**src/rtl/camera_pixel_capture_if.sv**
```systemverilog
// camera_pixel_capture_if: camera byte stream in, FIFO write words and sticky status out.
interface camera_pixel_capture_if;
  logic cam_vsync;
  logic cam_href;
  logic [7:0] cam_data;
  logic fifo_full;
  logic wr_en;
  logic [16:0] dout;
  logic overflow;
  logic frame_err;
  logic [7:0] frame_cnt;
  modport master (
    output cam_vsync, cam_href, cam_data, fifo_full,
    input wr_en, dout, overflow, frame_err, frame_cnt
  );
  modport slave (
    input cam_vsync, cam_href, cam_data, fifo_full,
    output wr_en, dout, overflow, frame_err, frame_cnt
  );
endinterface

```
**src/rtl/camera_pixel_capture.sv**
```systemverilog
// camera_pixel_capture: packs RGB565 byte pairs into fixed-size frames of 17-bit FIFO words.
module camera_pixel_capture #(
  parameter int H_ACTIVE = 640,
  parameter int V_ACTIVE = 480
) (
  input logic clk,
  input logic rst_n,
  camera_pixel_capture_if.slave bus
);
  localparam logic [9:0] H_END = 10'(H_ACTIVE);
  localparam logic [8:0] V_END = 9'(V_ACTIVE);
  localparam logic [18:0] PIX_END = 19'(H_ACTIVE * V_ACTIVE);
  typedef enum logic [2:0] {SYNC, LINE, LO, HI, PAD, DONE} state_t;
  state_t state;
  logic vsync_q;
  logic href_q;
  logic pad_frame;
  logic [7:0] hi;
  logic [9:0] x_cnt;
  logic [8:0] y_cnt;
  logic [18:0] pix_cnt;
  always_ff @(posedge clk) begin
    if (!rst_n) begin
      state <= SYNC;
      vsync_q <= 1'b0;
      href_q <= 1'b0;
      pad_frame <= 1'b0;
      hi <= '0;
      x_cnt <= '0;
      y_cnt <= '0;
      pix_cnt <= '0;
      bus.wr_en <= 1'b0;
      bus.dout <= '0;
      bus.overflow <= 1'b0;
      bus.frame_err <= 1'b0;
      bus.frame_cnt <= '0;
    end else begin
      vsync_q <= bus.cam_vsync;
      href_q <= bus.cam_href;
      bus.wr_en <= 1'b0;
      case (state)
        SYNC:
          if (vsync_q && !bus.cam_vsync) begin
            state <= LINE;
            x_cnt <= '0;
            y_cnt <= '0;
            pix_cnt <= '0;
            pad_frame <= 1'b0;
          end
        LINE:
          if (bus.cam_vsync && y_cnt < V_END) begin
            state <= PAD;
            pad_frame <= 1'b1;
          end else if (bus.cam_href) begin
            hi <= bus.cam_data;
            x_cnt <= '0;
            state <= LO;
          end
        LO, HI:
          // href low ends the line; an orphan high byte left in LO is simply dropped
          if (!bus.cam_href) begin
            if (x_cnt < H_END) state <= PAD;
            else begin
              y_cnt <= y_cnt + 9'd1;
              state <= LINE;
            end
          end else if (state == HI) begin
            hi <= bus.cam_data;
            state <= LO;
          end else if (x_cnt >= H_END) state <= HI;
          else if (bus.fifo_full) begin
            bus.overflow <= 1'b1;
            x_cnt <= '0;
            y_cnt <= '0;
            pix_cnt <= '0;
            state <= SYNC;
          end else begin
            bus.wr_en <= 1'b1;
            bus.dout <= {pix_cnt == 19'd0, hi, bus.cam_data};
            pix_cnt <= pix_cnt + 19'd1;
            x_cnt <= x_cnt + 10'd1;
            if (pix_cnt + 19'd1 == PIX_END) begin
              bus.frame_cnt <= bus.frame_cnt + 8'd1;
              state <= DONE;
            end else state <= HI;
          end
        PAD:
          if (bus.cam_href && !href_q) begin
            bus.frame_err <= 1'b1;
            state <= SYNC;
          end else if (!bus.fifo_full) begin
            bus.wr_en <= 1'b1;
            bus.dout <= '0;
            pix_cnt <= pix_cnt + 19'd1;
            x_cnt <= x_cnt + 10'd1;
            if (pix_cnt + 19'd1 == PIX_END) begin
              bus.frame_cnt <= bus.frame_cnt + 8'd1;
              state <= DONE;
            end else if (!pad_frame && x_cnt + 10'd1 == H_END) begin
              y_cnt <= y_cnt + 9'd1;
              state <= LINE;
            end
          end
        DONE:
          if (bus.cam_vsync) state <= SYNC;
        default: state <= SYNC;
      endcase
    end
  end
endmodule
```
**src/flat_wrapper.sv**
```systemverilog
// flat-port wrapper written by rule: the top's interface ports become plain ports
module camera_pixel_capture_flat 
#(
  parameter int H_ACTIVE = 640,
  parameter int V_ACTIVE = 480
)
  (clk, rst_n, bus_cam_vsync, bus_cam_href, bus_cam_data, bus_fifo_full, bus_wr_en, bus_dout, bus_overflow, bus_frame_err, bus_frame_cnt);
  camera_pixel_capture_if bus_i ();
  input logic clk;
  input logic rst_n;
  input wire logic [$bits(bus_i.cam_vsync)-1:0] bus_cam_vsync;
  input wire logic [$bits(bus_i.cam_href)-1:0] bus_cam_href;
  input wire logic [$bits(bus_i.cam_data)-1:0] bus_cam_data;
  input wire logic [$bits(bus_i.fifo_full)-1:0] bus_fifo_full;
  output wire logic [$bits(bus_i.wr_en)-1:0] bus_wr_en;
  output wire logic [$bits(bus_i.dout)-1:0] bus_dout;
  output wire logic [$bits(bus_i.overflow)-1:0] bus_overflow;
  output wire logic [$bits(bus_i.frame_err)-1:0] bus_frame_err;
  output wire logic [$bits(bus_i.frame_cnt)-1:0] bus_frame_cnt;
  assign bus_i.cam_vsync = bus_cam_vsync;
  assign bus_i.cam_href = bus_cam_href;
  assign bus_i.cam_data = bus_cam_data;
  assign bus_i.fifo_full = bus_fifo_full;
  assign bus_wr_en = bus_i.wr_en;
  assign bus_dout = bus_i.dout;
  assign bus_overflow = bus_i.overflow;
  assign bus_frame_err = bus_i.frame_err;
  assign bus_frame_cnt = bus_i.frame_cnt;
  camera_pixel_capture #(.H_ACTIVE(H_ACTIVE), .V_ACTIVE(V_ACTIVE)) u_core (.clk(clk), .rst_n(rst_n), .bus(bus_i));
endmodule
```
**config.mk**
```make
export PLATFORM = sky130hd
export DESIGN_NAME = camera_pixel_capture_flat
export DESIGN_NICKNAME = d
export VERILOG_FILES = /design/src/rtl/camera_pixel_capture_if.sv /design/src/rtl/camera_pixel_capture.sv /design/src/flat_wrapper.sv
export SDC_FILE = /design/constraint.sdc
export NUM_CORES = 1
export LEC_CHECK = 0
export ABC_AREA = 1
export BUFFER_PORTS_ARGS = -buffer_cell sky130_fd_sc_hd__clkbuf_2
export CAP_MARGIN = 20
export CORE_ASPECT_RATIO = 1.5
export CORE_MARGIN = 2
export CORE_UTILIZATION = 54
export CTS_CLUSTER_DIAMETER = 100
export DETAILED_ROUTE_END_ITERATION = 12
export GPL_TIMING_DRIVEN = 0
export PLACE_DENSITY_LB_ADDON = 0.1
export SYNTH_ARGS = -nofsm -noshare
export SYNTH_HDL_FRONTEND = slang
export SYNTH_SLANG_ARGS = --single-unit
```
**constraint.sdc**
```tcl
create_clock -name clk -period 2 [get_ports clk]
set_input_delay 0.2 -clock clk [delete_from_list [all_inputs] [get_ports clk]]
set_output_delay 0.2 -clock clk [all_outputs]
set_load 0.005 [all_outputs]
```
==> results by group, run 1 <==
Clock network
  – Hold-fix buffers, CTS: 0
  – CTS tree: done
  – H-tree depth: 3
  – CTS Buf Count: 9
  – # clock sinks: 80
  – Clock tree root driver cell: clkbuf_16
  – Clk_lat worst skew: 0.35 ns
  – Max clock buf depth: 2
  – Clock-pin transition on the worst setup and hold timing paths: around 0.060 ns

Floorplan
  – Die area: 8860 sq um
  – Die Wd: 77.5 um
  – Placeable Area: 7960 sq um
  – Initial core utilization: 55.0%
  – Die Ht: approximately 110 um
  – I/O pins: 41
  – Site Rows: 40

Worst setup path
  – Crit-path cells: ha_4 > nand3_4 > buf_6 > xor2_4 > inv_2 > nand2_2 > nor2_1 > nand2_1 > nor2_2 > nand2_4 > nor2_4 > buf_12 > nand3_2 > nand2_1 > a21oi_1
  – Crit path largest cell delay: roughly 0.38 ns
  – Critical Path RT: 2.24 ns
  – Worst path bufs/invs: 3
  – Arrival @ worst endpoint: 2.39 ns
  – CP Max Fanout: 7
  – Slowest cell on crit path: dfxtp_4
  – CP Depth: 15
  – CP Capture Type: flip-flop
  – Startpoint Class: flip-flop
  – Worst setup path class: flip-flop to flip-flop
  – R2R cell count: 15
  – CP top delay family: simple AND/OR/NAND/NOR gates
  – Most numerous cell on the critical path: nand2_1

Logic synthesis
  – Syn Area/Cell: 6.51 sq um
  – Synth Warn #: 0
  – Mapped Area: 4380 sq um
  – Synth top area share: 36.6%
  – Top FF cell, synth: dfxtp_1
  – Count of different cell masters after synthesis: 36
  – Post-synthesis sequential area ratio: 36.6%
  – Commonest cells in the netlist: nand2_1, dfxtp_1, a21oi_1
  – Synth area leader: dfxtp_1
  – FF+latch count, synth: 80
  – Most used standard cell by instance count after synthesis: nand2_1
  – Synth top area cells: dfxtp_1, nand2_1, a21oi_1, nand3_1, inv_1
  – Number of flops mapped to enable cells by yosys: 0
  – Async set or reset register ratio after synthesis: 0%
  – Syn Nets: about 690
  – Post-Syn Instances: 673

Finish
  – Filler instances: 655
  – Fraction of layout cells with a size suffix above 1: 27.4%
  – Antenna diodes: 0
  – Area of the multi-input gates: 2820 sq um
  – Area grow syn2layout: 30.1%
  – Nets: between 700 and 800
  – Register area: 1630 sq um

Drt
  – DRC Markers: 0
  – DR iter-0 viols: about 310
  – Drt pass-1 iters: 7
  – DRT Wirelength: 12,600 um
  – Routed wire length per instance: 14.7 um
  – Routed vias/inst: 5.45
  – Detail Route Antenna Nets: 0
  – Vias: ~4,700

Global routing
  – Antenna violations before repair: 0
  – First-pass GRT wire length: 19,800 um
  – All-Layer GR Usage: between 20% and 30%
  – Grt total ovfl: 0
  – Pin count of the biggest net entering global routing: 16
  – Vias in the first global route: 4,348

Status
  – Failing checks: setup timing
  – Status: finished, violations left

Power and ir drop
  – Peak supply drop: 0.503 mV
  – Cell Pwr Density: 857 nW/um^2
  – Leak: 2.25 nW

Timing
  – RSZ-0062 raised after global routing: yes
  – Pins Over Slew Limit: 0
  – Skew final: 0.00492 ns
  – Fin. Hold Viols: 0
  – Setup ws final: -0.147 ns
  – Min Tclk post-route: 2.15 ns
  – Final setup vio count: 21
  – Worst slew pin tran: 0.767 ns
  – Final worst path period share: 107%
  – WHS: 0.0741 ns
  – Worst rel slew slack: between 40% and 50%
  – Upper clock frequency limit: 466 MHz

Placement
  – RD Place Congestion: 0.942
  – Port buffer count: 39
  – Hpwl dp: between 8000 and 9000 um
  – Placement Setup Slack: -0.359 ns

Min path
  – Min-delay worst type: primary input to flip-flop
  – Worst Hold Depth: 3

Flow run
  – Max-Cap Viols: 0
-- worst reg2reg max path, cell delays in order (launching register included) --
cell     delay, ns
dfxtp_4       0.38
ha_4          0.16
nand3_4       0.12
buf_6         0.16
xor2_4        0.15
inv_2         0.06
nand2_2       0.04
nor2_1        0.08
nand2_1       0.08
nor2_2        0.17
nand2_4       0.11
nor2_4        0.19
buf_12        0.16
nand3_2       0.06
nand2_1       0.07
a21oi_1       0.04
-- power breakdown --
group          switching, mW  internal, mW
clock                  0.706         0.853
combinational          0.984         0.500
sequential            0.0985          1.74
-- timing repair --
action                     in CTS  in global routing
setup endpoints to repair      65                 72
pin swaps                      13                 36
gates resized for setup        65                 84
buffers inserted               17                  8
gates cloned                    1                  0
-- per-layer routing --
layer,vias up,wire [um],track usage [%]
met4,0,526,17.1
met5,-,0,0
met1,2144,4970,30.8
met2,139,6650,50.1
met3,51,451,3.94
li1,2337,-,-
-- sequential cells by signal, summed over array words and instances, names as in the netlist --
name	flops
u_core.pix_cnt	19
u_core.bus.dout	17
u_core.x_cnt	10
u_core.y_cnt	9
u_core.bus.frame_cnt	8
u_core.hi	8
u_core.state	3
u_core.bus.frame_err	1
u_core.bus.overflow	1
u_core.bus.wr_en	1
u_core.href_q	1
u_core.pad_frame	1
u_core.vsync_q	1
-- worst paths after layout --
path	startpoint	to	slack, ns
worst max-delay path	u_core.pix_cnt[1]	u_core.bus.frame_cnt[3]	-0.15
worst min-delay path	bus_cam_vsync	u_core.vsync_q	0.07
worst max register to register	u_core.pix_cnt[1]	u_core.bus.frame_cnt[3]	-0.15
worst min register to register	u_core.hi[7]	u_core.hi[7]	0.45
-- cells in the final DEF (no fill, tap or decap), drive strengths merged, types with 14 or more instances in the layout --
cell    synthesis  layout
o21ai          28      28
nand2         196     196
nor2           72      72
a21oi          73      73
clkbuf          8      59
nand3          67      67
nand4          14      14
inv            75      77
dfxtp          80      80
buf            13      34
-- layout make-up --
cell class / count / area share, %
clock buffers: 9 / 3.95
repair buffers: 63 / 7.20
clock inverters: 7 / 0.988
flip-flops and latches: 80 / 28.6
inverters: 77 / 5.20
well taps: 105 / 2.31
plain buffers: 21 / 2.26
multi-input cells: 495 / 49.5
-- kinds of logic (layout without fill, tap and decap cells) --
logic type               Yosys count  in the layout  synth area share (%)
XOR/XNOR                          13             13                  2.60
adder cells (fa/ha/maj)            8              8                  2.29
buffers and inverters             98            177                  9.00
flip-flops                        80             80                  36.6
AO/OA/AOI/OAI                    110            110                  13.2
AND/OR/NAND/NOR                  364            364                  36.3
-- metrics by stage --
step           TNS (ns)  total power [mW]  utilization (%)  area (sq um)  std cells
2_1_floorplan         0              2.60                -          4380        673
3_3_place_gp     -10.34              2.91             59.2          4710        817
3_5_place_dp     -12.32              2.93             59.2          4710        817
4_1_cts          -0.323              4.63             67.3          5360        851
5_1_grt           -6.60              5.12             71.6          5700        857
6_report          -2.11              4.88             71.6          5700        857
Note: power is estimated with default switching activity, not from simulation.
==> run 2: changes to the inputs <==
- CORE_UTILIZATION: 54 -> 56
- CTS_BUF_LIST: default -> sky130_fd_sc_hd__clkbuf_4
==> results by group, run 2 (synthesis gave the netlist of run 1 again) <==
Status
  – Status: finished, violations left
  – Failing checks: setup timing

Floorplan
  – Placeable Area: 7610 sq um
  – Die area: around 8600 sq um
  – Die Wd: between 70 and 80 um
  – Site Rows: 39
  – Initial core utilization: 57.5%
  – Die Ht: about 110 um
  – I/O pins: 41

Timing
  – Worst slew pin tran: 0.666 ns
  – Setup ws final: -0.130 ns
  – Fin. Hold Viols: 0
  – Upper clock frequency limit: 469 MHz
  – Pins Over Slew Limit: 0
  – WHS: around 0.0067 ns
  – Skew final: 0.0206 ns
  – Setup TNS Final: -1.43 ns
  – Final setup vio count: 20
  – RSZ-0062 raised after global routing: yes
  – Final worst path period share: 107%
  – Min Tclk post-route: 2.13 ns
  – Worst rel slew slack: a little under three fifths

Worst setup path
  – Crit path largest cell delay: 0.40 ns
  – Most numerous cell on the critical path: nor2_4
  – CP Max Fanout: 7
  – Worst setup path class: flip-flop to flip-flop
  – Slowest cell on crit path: dfxtp_4
  – Arrival @ worst endpoint: roughly 2.5 ns
  – Critical Path RT: 2.35 ns
  – Crit-path cells: ha_4 > nand3_4 > nor2_4 > nand3_2 > nand2_1 > nand2_2 > nor2_4 > nand2_1 > nor2_2 > nand2_4 > nor2_4 > buf_12 > nand3_2 > nand2_2 > a21oi_2
  – CP Capture Type: flip-flop
  – Startpoint Class: flip-flop

Finish
  – Largest Register: u_core.pix_cnt
  – Most frequent cells in the layout: nand2_1, inv_1, a21oi_1
  – Fraction of layout cells with a size suffix above 1: approximately a quarter
  – Nets: between 700 and 800
  – Area grow syn2layout: 23.5%
  – Commonest non-fill, non-tap cell in the layout: nand2_1
  – Largest regs: u_core.pix_cnt: 19 flops, u_core.bus.dout: 17 flops, u_core.x_cnt: 10 flops
  – Max FFs per register: 19

Power and ir drop
  – Clock power frac: 22.3%
  – Seq pwr share: 44.8%
  – P_int: roughly 2.5 mW
  – Psw: ~1.6 mW
  – Combinational power share: 32.9%
  – Cell Pwr Density: 760 nW/um^2
  – Peak supply drop: approximately 0.58 mV
  – Switching share of power: 39.6%
  – Leak: 2.12 nW
  – Tot Pwr: between 4 and 5 mW

Clock network
  – CTS tree: done
  – Clock-pin transition on the worst setup and hold timing paths: 0.14 ns
  – Clk_lat worst skew: 0.45 ns
  – # clock sinks: 80
  – Max clock buf depth: 2
  – Clock tree root driver cell: clkbuf_4
  – CTS Buf Count: 9
  – H-tree depth: 3

Placement
  – Port buffer count: 39
  – RD Place Congestion: approximately 0.92
  – Hpwl dp: around 8600 um
  – Placement Setup Slack: -0.389 ns

Drt
  – Routed vias/inst: around 5.5
  – Routed wire length per instance: 14.3 um
  – DR iter-0 viols: 294
  – DRT Wirelength: 12,300 um
  – Detail Route Antenna Nets: 0
  – Drt pass-1 iters: 5
  – DRC Markers: 0
  – Vias: 4,723

Global routing
  – All-Layer GR Usage: ~28%
  – Grt total ovfl: 0
  – Vias in the first global route: 4,402
  – First-pass GRT wire length: 19,800 um
  – Pin count of the biggest net entering global routing: 17
  – Antenna violations before repair: 1

Flow run
  – Max-Cap Viols: 0

Min path
  – Min-delay worst type: primary input to flip-flop
==> run 2: cell types whose count changed in the layout (fill, tap and decap cells not counted), moves of 6 or more <==
cell       previous run  this run
clkbuf_16             9         0
clkbuf_4              4        10
nand2_1             166       176
nand2_4              17         5
nor2_1               50        56
nor2_2               12         5
==> run 2: worst max-delay path, delay by kind of cell (launching register included) <==
family	cells	cell delay, ns
adders and majority gates	1	0.16
AOI/OAI and AO/OA	1	0.03
buffers and inverters	1	0.15
DFF	1	0.40
and+or+nand+nor	12	1.30
==> run 2: path summary, 6_finish.rpt <==
path | startpoint | end | slack, ns | cells past startpoint
worst max-delay path | u_core.pix_cnt[0] | u_core.bus.frame_cnt[3] | -0.13 | 15
worst max register to register | u_core.pix_cnt[0] | u_core.bus.frame_cnt[3] | -0.13 | 15
worst min register to register | u_core.hi[4] | u_core.hi[4] | 0.46 | 2
worst min-delay path | bus_cam_data[5] | u_core.bus.dout[5] | 0.007 | 3
==> run 2: repair_timing <==
item,CTS,global route
pin swaps,13,14
gates cloned,1,1
hold buffers,3,0
gates resized for setup,57,54
endpoints found under the setup margin,69,71
endpoints found under the hold margin,3,0
setup buffers,14,11
==> run 2: final cells by class <==
cell class,instances,area (sq um)
Multi-Input combinational cell,495,2640
Tap cell,102,128
Fill cell,698,2200
Sequential cell,80,1640
Timing Repair Buffer,69,459
Clock buffer,9,67.6
Inverter,77,297
Antenna cell,1,2.50
Clock inverter,7,62.6
Buffer,20,115
==> run 2: metrics by stage <==
step / utilization, % / instance area [sq um] / cells
floorplan: - / 4380 / 673
global placement: 61.8 / 4700 / 814
detailed placement: 61.8 / 4700 / 814
CTS: 68.0 / 5180 / 848
global route: 71.1 / 5410 / 860
finish: 71.1 / 5410 / 860
==> run 2: per-layer routing <==
layer  track usage, %  wire length, um
met5                0                0
met4             17.1              476
met3             4.02              464
met2             51.3             6480
met1             31.3             4910
==> run 2: power by group through the flow <==
| stage | Sequential (mW) | Combinational, mW | Clock [mW] |
|---|---|---|---|
| 6_report | 1.84 | 1.35 | 0.919 |
| 4_1_cts | 1.83 | 1.20 | 0.934 |
| 3_5_place_dp | 1.87 | 1.06 | 0 |
| 3_3_place_gp | 1.86 | 1.05 | 0 |
| 2_1_floorplan | 1.85 | 0.756 | 0 |
| 5_1_grt | 1.86 | 1.47 | 1.00 |
